File: config.mk
export PLATFORM = sky130hd
export DESIGN_NAME = deser_ctrl
export DESIGN_NICKNAME = d
export VERILOG_FILES = /design/src/rtl/deser_ctrl.sv
export SDC_FILE = /design/constraint.sdc
export NUM_CORES = 1
export LEC_CHECK = 0
export ABC_AREA = 1
export CAP_MARGIN = 20
export CORE_ASPECT_RATIO = 1.75
export CORE_MARGIN = 8
export CORE_UTILIZATION = 53
export CTS_CLUSTER_SIZE = 30
export DETAILED_ROUTE_END_ITERATION = 7
export PLACE_DENSITY = 0.77
export REMOVE_ABC_BUFFERS = 1
export SLEW_MARGIN = 40
export SYNTH_ARGS = -nofsm -noshare
export SYNTH_HDL_FRONTEND = slang
export SYNTH_SLANG_ARGS = --single-unit
File: constraint.sdc
create_clock -name clock_1M -period 1.6 [get_ports clock_1M]
set_clock_uncertainty 0.2 [all_clocks]
set_input_delay 0.32 -clock clock_1M [delete_from_list [all_inputs] [get_ports clock_1M]]
set_output_delay 0.32 -clock clock_1M [all_outputs]
set_load 0.01 [all_outputs]
File: src/rtl/deser_ctrl.sv
// deser_ctrl: serial-to-parallel word receiver.
// Shifts data_in MSB-first on each bit_tick after a frame_start request,
// presents the assembled word with a valid/ready handshake, flags lost ticks
// while a word is held (sticky overrun) and aborts a frame whose ticks stop
// (one-cycle timeout pulse).
// Optional feature: define DESER_PARITY_EN to receive one trailing even-parity
// bit per word and report it on parity_err alongside data_valid.
module deser_ctrl #(
  parameter int WORD_W      = 8,   // bits per word, 2..16
  parameter int TIMEOUT_CYC = 40   // max cycles between ticks while shifting, >= 2
) (
  input  logic              clock_1M,
  input  logic              reset,        // asynchronous, active-low
  input  logic              data_in,
  input  logic              bit_tick,
  input  logic              frame_start,
  input  logic              out_ready,
  output logic [WORD_W-1:0] data_out,
  output logic              data_valid,
  output logic              ack,
  output logic              busy,
  output logic              overrun,
  output logic              timeout
`ifdef DESER_PARITY_EN
  ,
  output logic              parity_err
`endif
);

  localparam int CNT_W = $clog2(WORD_W);
  localparam int TMR_W = $clog2(TIMEOUT_CYC);
  localparam logic [CNT_W-1:0] LAST_BIT = CNT_W'(WORD_W - 1);
  // The timer reads 0 in the first cycle after a tick (or frame_start), so the
  // frame is abandoned on the edge that ends the cycle reading TIMEOUT_CYC-2;
  // the pulse then appears TIMEOUT_CYC cycles after the last tick.
  localparam logic [TMR_W-1:0] TMR_LAST = TMR_W'(TIMEOUT_CYC - 2);

`ifdef DESER_PARITY_EN
  // The full word must be kept until the parity bit arrives.
  localparam int SR_W = WORD_W;
`else
  // The final bit goes straight into data_out, so one bit less is stored.
  localparam int SR_W = WORD_W - 1;
`endif

  typedef enum logic [1:0] {
    ST_IDLE   = 2'd0,
    ST_SHIFT  = 2'd1,
    ST_HOLD   = 2'd2
`ifdef DESER_PARITY_EN
    ,
    ST_PARITY = 2'd3
`endif
  } state_t;

  state_t            state_q, state_d;
  logic [CNT_W-1:0]  bit_cnt_q, bit_cnt_d;
  logic [TMR_W-1:0]  tmr_q, tmr_d;
  logic [SR_W-1:0]   shreg_q, shreg_d;
  logic [WORD_W-1:0] data_out_q, data_out_d;
  logic              data_valid_q, data_valid_d;
  logic              busy_q, busy_d;
  logic              overrun_q, overrun_d;
  logic              timeout_q, timeout_d;
  logic              tmr_expired;
`ifdef DESER_PARITY_EN
  logic              parity_err_q, parity_err_d;
`endif

  assign tmr_expired = (tmr_q == TMR_LAST);

  // Next-state and datapath updates for the receive FSM.
  always_comb begin
    // NOTE: every signal gets a default before the case so no path leaves it
    // unassigned; a missing default here would infer a latch.
    state_d      = state_q;
    bit_cnt_d    = bit_cnt_q;
    tmr_d        = tmr_q;
    shreg_d      = shreg_q;
    data_out_d   = data_out_q;
    data_valid_d = data_valid_q;
    overrun_d    = overrun_q;
    timeout_d    = 1'b0;
`ifdef DESER_PARITY_EN
    parity_err_d = parity_err_q;
`endif
    case (state_q)
      ST_IDLE: begin
        // A tick coinciding with frame_start is deliberately not sampled.
        if (frame_start) begin
          bit_cnt_d = '0;
          tmr_d     = '0;
          shreg_d   = '0;
          state_d   = ST_SHIFT;
        end
      end
      ST_SHIFT: begin
        if (bit_tick) begin
          shreg_d   = SR_W'({shreg_q, data_in});
          bit_cnt_d = bit_cnt_q + 1'b1;
          tmr_d     = '0;
          if (bit_cnt_q == LAST_BIT) begin
`ifdef DESER_PARITY_EN
            state_d = ST_PARITY;
`else
            data_out_d   = {shreg_q, data_in};
            data_valid_d = 1'b1;
            state_d      = ST_HOLD;
`endif
          end
        end else if (tmr_expired) begin
          timeout_d = 1'b1;
          state_d   = ST_IDLE;
        end else begin
          tmr_d = tmr_q + 1'b1;
        end
      end
`ifdef DESER_PARITY_EN
      ST_PARITY: begin
        if (bit_tick) begin
          data_out_d   = shreg_q;
          parity_err_d = ^{shreg_q, data_in};
          data_valid_d = 1'b1;
          state_d      = ST_HOLD;
        end else if (tmr_expired) begin
          timeout_d = 1'b1;
          state_d   = ST_IDLE;
        end else begin
          tmr_d = tmr_q + 1'b1;
        end
      end
`endif
      ST_HOLD: begin
        if (bit_tick) overrun_d = 1'b1;
        if (out_ready) begin
          data_valid_d = 1'b0;
          state_d      = ST_IDLE;
        end
      end
      default: state_d = ST_IDLE;
    endcase
    busy_d = (state_d != ST_IDLE);
  end

  // State and output registers with asynchronous clear.
  always_ff @(posedge clock_1M or negedge reset) begin
    if (!reset) begin
      // NOTE: the shift register and data_out are cleared too, because the
      // outputs must read 0 in reset rather than stale data.
      state_q      <= ST_IDLE;
      bit_cnt_q    <= '0;
      tmr_q        <= '0;
      shreg_q      <= '0;
      data_out_q   <= '0;
      data_valid_q <= 1'b0;
      busy_q       <= 1'b0;
      overrun_q    <= 1'b0;
      timeout_q    <= 1'b0;
`ifdef DESER_PARITY_EN
      parity_err_q <= 1'b0;
`endif
    end else begin
      // NOTE: non-blocking so every register samples the pre-edge values.
      state_q      <= state_d;
      bit_cnt_q    <= bit_cnt_d;
      tmr_q        <= tmr_d;
      shreg_q      <= shreg_d;
      data_out_q   <= data_out_d;
      data_valid_q <= data_valid_d;
      busy_q       <= busy_d;
      overrun_q    <= overrun_d;
      timeout_q    <= timeout_d;
`ifdef DESER_PARITY_EN
      parity_err_q <= parity_err_d;
`endif
    end
  end

  assign data_out   = data_out_q;
  assign data_valid = data_valid_q;
  // ack marks the handshake cycle itself, so it follows out_ready directly.
  assign ack        = data_valid_q & out_ready;
  assign busy       = busy_q;
  assign overrun    = overrun_q;
  assign timeout    = timeout_q;
`ifdef DESER_PARITY_EN
  assign parity_err = parity_err_q;
`endif

endmodule

# Word level (Yosys, flattened, before mapping)
# Cells that the tools add are included.
# W data, S select, Z words.
classes:
  n_eq_ne: 9
  n_mux: 23
  n_reduce_logical: 9
  n_addsub: 2
  n_bitwise: 1
op_table:
  columns: ["cell", "count"]
  rows:
  - ["$mux W6", 3]
  - ["$mux W7", 2]
  - ["$pmux W7 S2", 1]
  - ["$pmux W6 S2", 1]
  - ["$mux W2", 5]
  - ["$reduce_and A3 Y1", 3]
  - ["$ne A2 B2 Y1 const B", 4]
  - ["$add A6 B1 Y6 const B", 1]
  - ["$eq A6 B6 Y1 const B", 1]
  - ["$mux W1", 6]
  - ["$mux W3", 2]
  - ["$pmux W2 S3", 1]
  - ["$pmux W3 S2", 1]
  - ["$reduce_bool A2 Y1", 3]
  - ["$reduce_and A4 Y1", 1]
  - ["$add A3 B1 Y3 const B", 1]
  - ["$eq A3 B3 Y1 const B", 1]
  - ["$ne A3 B3 Y1 const B", 1]
  - ["$eq A2 B1 Y1 const B", 1]
  - ["$eq A2 B2 Y1 const B", 1]
  - ["$logic_not A2 Y1", 1]
  - ["$pmux W1 S2", 1]
  - ["$reduce_and A2 Y1", 1]
  - ["$and A1 B1 Y1", 1]
totals:
  output_inout_bits: 13
  wordCells: 53
  regBits: 30
  inputBits: 6

# Longest topological paths before layout
# Gate-level depths: netlist (run 1).
depth:
  word_depth: 5
  mapped_depth: 9
  ltp_nobuf: 9

# Least setup slack after synthesis (run 1)
# Ideal clock, no wire load.
synth_path:
  path_type: "reg2reg"
  startpoint: "register bit_cnt_q[0]"
  endpoint: "register busy_q, in the netlist busy"
  n_path_buf: 0
  setup_time_ns: 0.131
  synth_period_minus_slack_ns: 1.471
  stages_incl_launch_ff: 7
  setup_slack_ns: 0.129
  arrival_ns: 1.139
  t_required_ns: 1.269
  cell_sequence: "dfrtp_1 -> ha_1 -> ha_1 -> nand2_2 -> nor2_2 -> inv_2 -> nand4_1"
synth_between:
  elab_chain_cells: 5
synth_rtl:
  columns: ["item", "line", "text"]
  rows:
  - ["from (decl)", "57", "logic [CNT_W-1:0] bit_cnt_q, bit_cnt_d;"]
  - ["from (signal assigned)", "165", "bit_cnt_q <= bit_cnt_d;"]
  - ["$eq A3 B3 Y1", "102", "if (bit_cnt_q == LAST_BIT) begin"]
  - ["$mux W2", "102", null]
  - ["$mux W2", "98", "if (bit_tick) begin"]
  - ["$pmux W2 S3", "87", "case (state_q)"]
  - ["$reduce_bool A2 Y1", "142", "busy_d = (state_d != ST_IDLE);"]
  - ["named net busy_d", "62", "logic busy_q, busy_d;"]
  - ["to (signal assigned)", "170", "busy_q <= busy_d;"]
  - ["to (decl)", "62", null]
# The timed path passes the listed nets, and every way through them passes these cells.
# A chain may end at the register's enable or synchronous reset.

# Worst setup path after layout (run 1)
layout_path:
  startpoint: "input out_ready"
  endpoint: "output ack"
layout_between:
  elab_chain_cells: 1
layout_rtl:
  columns: ["item", "line", "text"]
  rows:
  - ["from (decl)", "17", "input logic out_ready,"]
  - ["$and A1 B1 Y1", "182", "assign ack = data_valid_q & out_ready;"]
  - ["to (decl)", "20", "output logic ack,"]
# No other way between the ends.

==> results of run 1 <==
Yosys cell counts, types with 2 or more instances:
library cell and instances:
dfrtp_1 30, ha_1 4, inv_1 12, inv_2 3
nand2_1 46, nand2_4 2, nand3_1 10, nand4_1 4
nor2_1 5, nor2_2 2, o21ai_0 11, o21ai_1 8
o21bai_1 2
metal layers:
metal | up-vias | routed length, um | track usage
met3 | 8 | 184 | 0.0446
li1 | 552 | - | -
met2 | 30 | 1550 | 0.236
met5 | - | 0 | 0
met4 | 0 | 87 | 0.0856
met1 | 538 | 1080 | 0.145
path summary, 6_finish.rpt:
kind	to	slack, ps
max in group asynchronous	overrun	830
min in group clock_1M	data_out[7]	270
hold / removal	shreg_q[3]	200
setup / recovery	ack	70
setup reg to reg	data_valid	90
hold reg to reg	data_out[7]	270
kinds of logic after synthesis:
group	Yosys count	share of synthesized area
AO/OA/AOI/OAI	26	0.111
adder cells (fa/ha/maj)	4	0.0359
buffers and inverters	19	0.0620
flip-flops	30	0.539
AND/OR/NAND/NOR	73	0.252
power by group through the flow:
stage               clock network (mW)  registers, mW  logic, mW
global route                      1.00           1.21       1.15
global placement                     0           1.17       1.07
CTS                              0.973           1.17       1.04
finish                           0.952           1.17       1.01
detailed placement                   0           1.19       1.11
floorplan                            0           1.22      0.585
worst max-delay path, stage by stage:
cell and delay [ps]:
clkdlybuf4s50_1 470, nand2_1 50, inv_1 50, buf_2 120
timing repair:
item,CTS,global route
endpoints found under the hold margin,0,0
resized for setup,16,1
endpoints found under the setup margin,13,1
registers in the layout (all words and copies together), names as in the netlist:
name / flops
shreg_q: 7
overrun: 1
tmr_q: 6
data_out: 8
data_valid: 1
state_q: 2
timeout: 1
busy: 1
bit_cnt_q: 3
area by class of cell:
type / instances / area [sq um]
inverter: 16 / 62.6
timing repair buffer: 27 / 255
clock buffer: 6 / 82.6
sequential: 30 / 751
clock inverter: 2 / 60.1
tap: 26 / 32.5
multi-input combinational: 103 / 556
fill: 203 / 693
per-stage QoR:
stage / utilization / area [sq um] / std cells / setup TNS (ps) / setup WS (ps)
final: 0.722 / 1800 / 210 / 0 / 66.3
after global routing: 0.722 / 1800 / 210 / 0 / 6.98
after CTS: 0.721 / 1800 / 210 / 0 / 58.4
after detailed placement: 0.672 / 1670 / 202 / -5310 / -359
after global placement: 0.672 / 1670 / 202 / -4430 / -330
after floorplan: - / 1370 / 149 / 0 / 129
==> results by group, run 1 <==
Power
  • Maximum vdd ir drop: 1.03 mV
  • PwrDens: 1740 nW/um^2
  • Sequential cell fraction of total power: 0.373
  • Clock power frac: 0.304
  • Psw: 1.04 mW
  • Leakage power: 0.943 nW
  • Internal: 2.09 mW
  • Sw Share: 0.333
  • Combinational power share: 0.324
  • PnR Total Power: 3.14 mW

STA
  • Period minus WS final: 1530 ps
  • Final hold violations: 0
  • Relative slew slack: 0.794
  • Fin. max-slew vios: 0
  • Final setup violating endpoints: 0
  • Slew of the pin with the lowest slew margin: 308 ps
  • F_max: 0.652 GHz
  • Unrepaired setup endpoints after global routing: no
  • Final Cycle Share: 0.959
  • Worst hold slack: 198 ps

Clock network
  • Sinks on Clock Net: 30
  • Post-CTS Setup Repair Bufs: 0
  • Clock slew at reported path FFs: 70 ps
  • CTS tree: yes
  • Cts bufs inserted: 5
  • Bufs on Longest Clock Path: 2
  • CTS hold repair buffers: 0
  • Clock latency at the later pin of the worst-skew pair: 280 ps
  • CTS root buf: clkbuf_8
  • H-tree depth: 2

Finish
  • Area added between synthesis and finish: 29.2%
  • Commonest non-fill, non-tap cell in the layout: nand2_1
  • Total Nets Final: 193
  • Share of cells above drive strength 1: 0.174
  • Commonest cells after routing, fill and taps aside: 46 x nand2_1, 30 x dfrtp_1, 12 x inv_1, 12 x dlygate4sd2_1, 11 x o21ai_0
  • Diode count: 0

Critical path
  • Reg2reg start: bit_cnt_q[0]
  • CP Launch Type: primary input
  • CP endpoint kind: output pin
  • Req. time, crit path: 1080 ps
  • CP max FO: 2
  • Worst R2R Path Depth: 7
  • Worst Setup Path Type: in -> out
  • Crit path launch: out_ready
  • WP data arrival: 1010 ps

Logic synthesis
  • Ys async rst share: 1.00
  • Synth unique cells: 26
  • Largest area contributor in the synthesized netlist: dfrtp_1
  • Seq/Total Area, Yosys: 0.539
  • Mean Syn Cell Area: 9.16 sq um
  • Warnings from Yosys: 0
  • #FFs+latches synth: 30
  • Post-Synthesis Cells: 152
  • Post-synth EDFFs: 0
  • Synthesized area: 1390 sq um
  • Post-synth top flop: dfrtp_1
  • Top-area cell type share of the netlist area: 0.539
  • Largest cells by area after synthesis: dfrtp_1 54%, nand2_1 12%, o21ai_0 4.0%

Routing
  • Total wire length: 2890 um
  • Drt first pass iters: 4
  • DR iter-0 viols: 51
  • Avg WL per Cell: 13.8 um
  • Drt via density: 5.37
  • DRC: 0
  • Via count: 1128
  • Antenna-violating nets left: 0

Min path
  • Worst hold path class: in -> async

Floorplanning
  • IO Pins: 19
  • FP Rows: 24
  • Die Y: 83.8 um
  • Initial core utilization: 0.559
  • Die ar.: 4590 sq um
  • Die W: 54.8 um
  • Core ar.: 2490 sq um

Run
  • Max Cap Violations: 0

Placed design
  • DP HPWL: 2180 um
  • I/O Buffers: 18
  • RePlAce Congestion: 0.774

GRT
  • First-pass GRT wire length: 5000 um
  • Antenna violations before repair: 0
  • Number of global-route vias before repair: 1168
  • Largest net degree at the start of global routing: 31
  • GRT Overall Usage: 0.143
  • Grt total ovfl: 0

Outcome
  • Status: finished clean
Power figures use the tool's default switching activity.
==> run 2, diff against run 1 <==
--- a/config.mk
+++ b/config.mk
@@ -14,6 +14,7 @@
 export DETAILED_ROUTE_END_ITERATION = 7
 export PLACE_DENSITY = 0.77
 export REMOVE_ABC_BUFFERS = 1
+export SKIP_CTS_REPAIR_TIMING = 1
 export SLEW_MARGIN = 40
 export SYNTH_ARGS = -nofsm -noshare
 export SYNTH_HDL_FRONTEND = slang
==> results by group, run 2 (synthesized netlist as in run 1, its figures left out) <==
Finish
  • Commonest non-fill, non-tap cell in the layout: nand2_1 (unchanged)
  • Share of cells above drive strength 1: 0.174 (unchanged)
  • Fin cells: 210 (unchanged)
  • Diode count: 0 (unchanged)
  • Area added between synthesis and finish: 32.4% (was 29.2%)
  • Total Nets Final: 193 (unchanged)
  • Commonest cells after routing, fill and taps aside: 46 x nand2_1, 30 x dfrtp_1, 13 x dlymetal6s2s_1, 12 x inv_1, 11 x o21ai_0 (was 46 x nand2_1, 30 x dfrtp_1, 12 x inv_1, 12 x dlygate4sd2_1, 11 x o21ai_0)
  • Register Area: 751 sq um (unchanged)
  • Fill cells: 185 (was 203)
  • Final Core Density: 0.740 (was 0.722)
  • Max reg flops: 8 (unchanged)
  • Area of the multi-input gates: 556 sq um (unchanged)

STA
  • Relative slew slack: 0.796 (was 0.794)
  • Unrepaired setup endpoints after global routing: no (unchanged)
  • Fin. max-slew vios: 0 (unchanged)
  • Final hold violations: 0 (unchanged)
  • Final Cycle Share: 0.959 (about the same)
  • F_max: 0.651 GHz (was 0.652 GHz)
  • Period minus WS final: 1540 ps (was 1530 ps)
  • Slew of the pin with the lowest slew margin: 306 ps (was 308 ps)
  • Final setup violating endpoints: 0 (unchanged)

Routing
  • DRC: 0 (unchanged)
  • Avg WL per Cell: 14.0 um (was 13.8 um)
  • Via count: 1136 (was 1128)
  • Antenna-violating nets left: 0 (unchanged)
  • DR iter-0 viols: 51 (unchanged)
  • Drt via density: 5.41 (was 5.37)
  • Total wire length: 2930 um (was 2890 um)
  • Drt first pass iters: 4 (unchanged)

Clock network
  • Clock slew at reported path FFs: 70 ps (about the same)
  • H-tree depth: 2 (unchanged)
  • Bufs on Longest Clock Path: 2 (unchanged)
  • CTS root buf: clkbuf_8 (unchanged)
  • CTS tree: yes (unchanged)
  • Cts bufs inserted: 5 (unchanged)
  • Sinks on Clock Net: 30 (unchanged)
  • Clock latency at the later pin of the worst-skew pair: 290 ps (was 280 ps)

Floorplanning
  • Die Y: 83.8 um (unchanged)
  • Die ar.: 4590 sq um (unchanged)
  • Die W: 54.8 um (unchanged)
  • IO Pins: 19 (unchanged)
  • Initial core utilization: 0.559 (unchanged)
  • Core ar.: 2490 sq um (unchanged)
  • FP Rows: 24 (unchanged)

Power
  • PwrDens: 1730 nW/um^2 (was 1740 nW/um^2)
  • Leakage power: 1.09 nW (was 0.943 nW)
  • PnR Total Power: 3.19 mW (was 3.14 mW)
  • Maximum vdd ir drop: 1.03 mV (about the same)

GRT
  • Grt total ovfl: 0 (unchanged)
  • GRT Overall Usage: 0.143 (unchanged)
  • Met1 Use GR: 0.145 (unchanged)
  • Largest net degree at the start of global routing: 31 (unchanged)
  • Met3 usage: 0.0446 (unchanged)
  • Number of global-route vias before repair: 1168 (unchanged)
  • First-pass GRT wire length: 5000 um (unchanged)
  • Busiest layer in global routing: met2 (unchanged)
  • Antenna violations before repair: 0 (unchanged)
  • Met2 usage: 0.236 (unchanged)

Critical path
  • CP endpoint: ack (unchanged)
  • CP max FO: 2 (unchanged)
  • Worst Setup Path Type: in -> out (unchanged)
  • CP Launch Type: primary input (unchanged)
  • R2r setup slk: 90 ps (about the same)
  • Critical R2R Capture: data_valid (unchanged)
  • Req. time, crit path: 1080 ps (about the same)
  • Crit path launch: out_ready (unchanged)
  • CP endpoint kind: output pin (unchanged)
  • Worst R2R Path Depth: 7 (unchanged)
  • WP data arrival: 1020 ps (was 1010 ps)
  • Reg2reg start: bit_cnt_q[0] (unchanged)

Placed design
  • I/O Buffers: 18 (unchanged)
  • RePlAce Congestion: 0.774 (unchanged)
  • DP HPWL: 2180 um (unchanged)
  • Placed cell count: 202 (unchanged)

Outcome
  • Status: finished clean (unchanged)

Min path
  • Worst hold path class: in -> async (unchanged)

Run
  • Max Cap Violations: 0 (unchanged)
[run 2: cell count changes in the layout (fill, tap and decap cells not counted)]
cell	delta
clkbuf_2	+1
buf_2	-1
dlymetal6s2s_1	+12
dlygate4sd2_1	-12
[run 2: area by class of cell]
cell class                 instances  area share
sequential                        30       0.407
inverter                          16      0.0339
clock buffer                       6      0.0448
multi-input combinational        103       0.301
timing repair buffer              27       0.163
tap                               26      0.0176
clock inverter                     2      0.0326
[run 2: how the worst min path moves through the flow]
stage                              end  slack (ps)  cells past startpoint
after CTS                  data_out[4]         200                      2
after floorplan           bit_cnt_q[0]        -180                      0
final                       shreg_q[3]         200                      2
after detailed placement   data_out[7]         260                      2
after global placement         overrun         240                      1
after global routing       data_out[4]         210                      2
[run 2: through the flow]
stage	hold slack [ps]	cell area, sq um	TNS [ps]	worst slack [ps]
5_1_grt	213	1840	0	11.8
4_1_cts	196	1820	-1690	-357
2_1_floorplan	-176	1370	0	129
3_3_place_gp	241	1670	-4430	-330
3_5_place_dp	258	1670	-5310	-359
6_report	196	1840	0	64.9
[run 2: critical path: stages]
cell and delay [ps]:
clkdlybuf4s50_1 470, nand2_1 50, inv_1 50, clkbuf_2 130
[run 2: where the power goes]
part / switching (mW) / internal [mW] / leakage, nW
sequential: 0.152 / 1.02 / 0.396
combinational: 0.606 / 0.458 / 0.620
clock: 0.290 / 0.664 / 0.0714
total: 1.05 / 2.14 / 1.09
[run 2: layer usage]
layer | vias up | wire (um)
li1 | 554 | -
met1 | 542 | 1100
met2 | 32 | 1550
met3 | 8 | 195
met4 | 0 | 86
met5 | - | 0
==> variant 1 (flow settings as in run 1) <==
The option `DESER_PARITY_EN` is turned on by a define.
--- a/src/rtl/deser_ctrl.sv
+++ b/src/rtl/deser_ctrl.sv
@@ -5,6 +5,8 @@
 // (one-cycle timeout pulse).
 // Optional feature: define DESER_PARITY_EN to receive one trailing even-parity
 // bit per word and report it on parity_err alongside data_valid.
+`define DESER_PARITY_EN
+
 module deser_ctrl #(
   parameter int WORD_W      = 8,   // bits per word, 2..16
   parameter int TIMEOUT_CYC = 40   // max cycles between ticks while shifting, >= 2
Function (old outputs only; new: parity_err): changed (a bounded check fails within 10 cycles, from zero or initial values and one cycle with reset low).
==> variant 1 against run 1 <==
  * Clock power fell by 31%
  * Routed wire length is 23% higher
  * Synthesized area is 15% higher
  * Total power is 21% higher
  * Utilization is 0.97 points lower
  * Global-route usage rose by 1.2 points
  * Sequential power up 16%
  * Sequential cell count grew 2
  * Final area rose by 15%
  * Fmax fell by 1.6%
  * Setup slack got worse by 0.024 ns
  * Critical path depth up 2
  * Largest cell class unchanged
  * Highest routed layer unchanged
==> variant 1: results (changes against run 1) <==
Initial antenna violation count: 0 (unchanged)
# Post-CTS Setup Buffers: 0 (unchanged)
Routed wire length: 3550 µm (+23%)
Fillcell total: 229 (+13%)
Peak supply drop: 1.25 mV (+22%)
Syn Area/Cell: 9.00 µm² (-1.8%)
Distinct cells, synth: 24 (-7.7%)
Share of flip-flops with an asynchronous set or reset: 100% (unchanged)
Largest net degree at the start of global routing: 33 (+6.5%)
First-pass GRT wire length: 6090 µm (+22%)
Placed Area: 1960 µm² (+17%)
Top cells by area, synth: dfrtp_1 (50%), nand2_1 (10%), inv_1 (6.1%)
R2R depth: 6 (-1)
Setup violations, final: 0 (unchanged)
Seq/Total Area, Yosys: 50.0% (-3.9 points)
Worst R2R Setup Slack: 0.04 ns (-0.05 ns)
Root buffer cell: clkbuf_8
H-tree depth: 2 (unchanged)
Placed Cells: 238 (+18%)
Placed wire-length estimate: 2750 µm (+26%)
Cell family with most CP delay: flip-flops
Leakage: 0.00106 µW (+13%)
Resized Gates After CTS: 17 (+1)
Via density: 5.46 (+1.6%)
Critical Path Fanout Max: 4 (+2)
Final net count: 227 (+18%)
Vias in the first global route: 1,418 (+21%)
Delay of the slowest critical-path stage: 0.41 ns (-0.06 ns)
HP Class: primary input to async pin
DR pass1 iterations: 4 (unchanged)
Gpl congestion: 0.771 (-0.37%)
Syn. warnings: 0 (unchanged)
Clock transition at path regs: 0.06 ns
Critical path's slowest cell: dfrtp_1
1st-iter DRT viols: 38 (-25%)
Worst-skew pair later-pin latency: 0.28 ns (about the same)
Clock tree buffer depth: 2 (unchanged)
Fraction of layout cells with a size suffix above 1: 23.5% (+6.1 points)
Antenna diodes: 0 (unchanged)
Gr usage total: 15.5% (+1.2 points)
Status: completed
Slew at the pin with the worst max-slew slack: 0.255 ns (-0.0535 ns)
Critical Path AT: 1.51 ns (+0.50 ns)
Commonest cells post-synth: nand2_1 (43), dfrtp_1 (32), inv_1 (26), nand3_1 (14), o21ai_2 (11)
Inserted Clock Buffers: 5 (unchanged)
Finished Layout Cells: 245 (+17%)
Port buffer count: 19 (+1)
[variant 1: cell types whose count changed after synthesis, moves of 3 or more]
cell / delta
a21oi_1: +3
inv_1: +14
nand2_1: -3
nand3_1: +4
nand4_1: -4
o21ai_0: -6
o21ai_1: -7
o21ai_2: +10
o22ai_1: +8
xor2_1: +4
[variant 1: cell type report]
class	count	area, µm²	area share, %
Multi-Input combinational cell	114	686	33.3
Sequential cell	32	801	38.8
Clock buffer	7	96.3	4.67
Timing Repair Buffer	34	332	16.1
Inverter	30	113	5.46
Tap cell	28	35.0	1.70
[variant 1: report_power, final]
part           internal [µW]  total, µW  switching, µW  leakage, µW
combinational            752       1780           1030     0.000602
sequential              1120       1360            240     0.000409
clock                    382        657            275    0.0000503
total                   2250       3800           1540      0.00106
[variant 1: worst paths after layout]
path,endpoint,from
min in group clock_1M,overrun,overrun
worst min register to register,overrun,overrun
max in group asynchronous,data_out[7],reset
worst min-delay path,data_out[0],reset
worst max-delay path,tmr_q[3],tmr_q[0]
worst max register to register,tmr_q[3],tmr_q[0]
[variant 1: logic make-up after synthesis]
logic type                 share of synthesized area [%]
AOI/OAI and AO/OA                                   13.2
adders and majority gates                           3.13
xor gates and xnor gates                            2.19
DFF                                                 50.0
buffers and inverters                               8.67
and+or+nand+nor                                     22.8
[variant 1: through the flow]
step / total power (µW) / TNS (ns) / setup WS, ns / hold slack [ns]
5_1_grt: 4080 / -0.0222 / -0.0209 / 0.215
3_5_place_dp: 3230 / -2.61 / -0.344 / 0.270
3_3_place_gp: 3110 / -1.86 / -0.335 / 0.260
6_report: 3800 / 0 / 0.0420 / 0.200
2_1_floorplan: 2450 / 0 / 0.174 / -0.176
4_1_cts: 3800 / 0 / 0.0485 / 0.209
[variant 1: routing by layer]
metal	vias up	share of wire (%)	track usage, %
met4	0	4.2	9.40
met1	643	34	13.7
met5	-	0	0
met3	13	4.8	4.51
li1	646	-	-
met2	35	57	29.6
==> variant 2 (settings of run 1) <==
Made on the original files. Register the output `timeout` once more, cleared by the reset; this adds one clock of latency there. The other outputs are not delayed to match. Comments in the files are not updated.
--- a/src/rtl/deser_ctrl.sv
+++ b/src/rtl/deser_ctrl.sv
@@ -182,7 +182,13 @@
   assign ack        = data_valid_q & out_ready;
   assign busy       = busy_q;
   assign overrun    = overrun_q;
-  assign timeout    = timeout_q;
+  always_ff @(posedge clock_1M or negedge reset) begin
+    if (!reset) begin
+      timeout <= '0;
+    end else begin
+      timeout <= timeout_q;
+    end
+  end
 `ifdef DESER_PARITY_EN
   assign parity_err = parity_err_q;
 `endif
Function: no difference found for any inputs over 10 cycles, from zero or initial values and one cycle with reset low; that may be too few to reach the edited logic, so the function may still have changed.
==> variant 2 against run 1 <==
  * Routed wire length is 2.3% higher
  * Synthesized area increased by 2.4%
  * Sequential cell count is 1 higher
  * Sequential share of layout area is 1.2 points higher
  * Total power decreased by 11%
  * Setup slack got worse by 0.0031 ns
  * Clock power shrank 43%
  * Final area up 0.49%
  * Global-route usage shrank 0.80 points
  * Highest routed layer unchanged
==> variant 2: results (changes against run 1) <==
Status: completed
Switching portion of total power: 37.3% (+4.1 points)
Gr usage total: 13.5% (-0.80 points)
Power Clock: 540 µW (-43%)
Pre-CTS setup slack: -0.339 ns (+0.0205 ns)
Resized Gates After CTS: 18 (+2)
Placed Cells: 203 (+0.50%)
Met2 wire length: 1590 µm (+2.9%)
HP Class: flip-flop to flip-flop
Routed via count: 1,118 (-0.89%)
M1 WL: 1180 µm (+9.4%)
Routed wire length: 2960 µm (+2.3%)
Leakage: 0.000895 µW (-5.1%)
First-pass GRT wire length: 5180 µm (+3.5%)
Met2 Use GR: 23.2% (-0.47 points)
Gpl congestion: 0.793 (+2.4%)
Commonest cells post-synth: nand2_1 (33), dfrtp_1 (31), inv_1 (16), o21ai_1 (11)
1st-iter DRT viols: 24 (-53%)
Compound-cell area share of the yosys netlist: 12.2% (+1.1 points)
DR WL met3: 123 µm (-33%)
Fraction of layout cells with a size suffix above 1: 25.3% (+7.9 points)
Distinct cells, synth: 25 (-3.8%)
Met1 usage: 13.2% (-1.3 points)
Sequential power share: 42.2% (+4.9 points)
Seq/Total Area, Yosys: 54.4% (+0.48 points)
Avg WL per Cell: 14.2 µm (+2.8%)
-- variant 2: worst reg2reg max path, delay by kind of cell (launching register included) --
| kind | cells | cell delay [ns] |
|---|---|---|
| AOI/OAI and AO/OA | 1 | 0.05 |
| and+or+nand+nor | 3 | 0.36 |
| buffers and inverters | 1 | 0.08 |
| adders and majority gates | 2 | 0.38 |
| DFF | 1 | 0.35 |
-- variant 2: area by class of cell --
cell class,instances,area share (%)
sequential,31,42.9
multi-input combinational,94,31.6
timing repair buffer,30,14.5
inverter,21,5.05
clock buffer,6,4.01
tap,27,1.87
-- variant 2: worst paths after layout --
| path | slack, ns | cells after the start | start | endpoint |
|---|---|---|---|---|
| max reg2reg | 0.08 | 7 | bit_cnt_q[0] | data_out[7] |
| max | 0.06 | 4 | out_ready | ack |
| min reg2reg | 0.15 | 0 | timeout_q | timeout |
| min in group asynchronous | 0.20 | 2 | reset | tmr_q[1] |
| max in group asynchronous | 0.83 | 2 | reset | bit_cnt_q[2] |
| min | 0.15 | 0 | timeout_q | timeout |
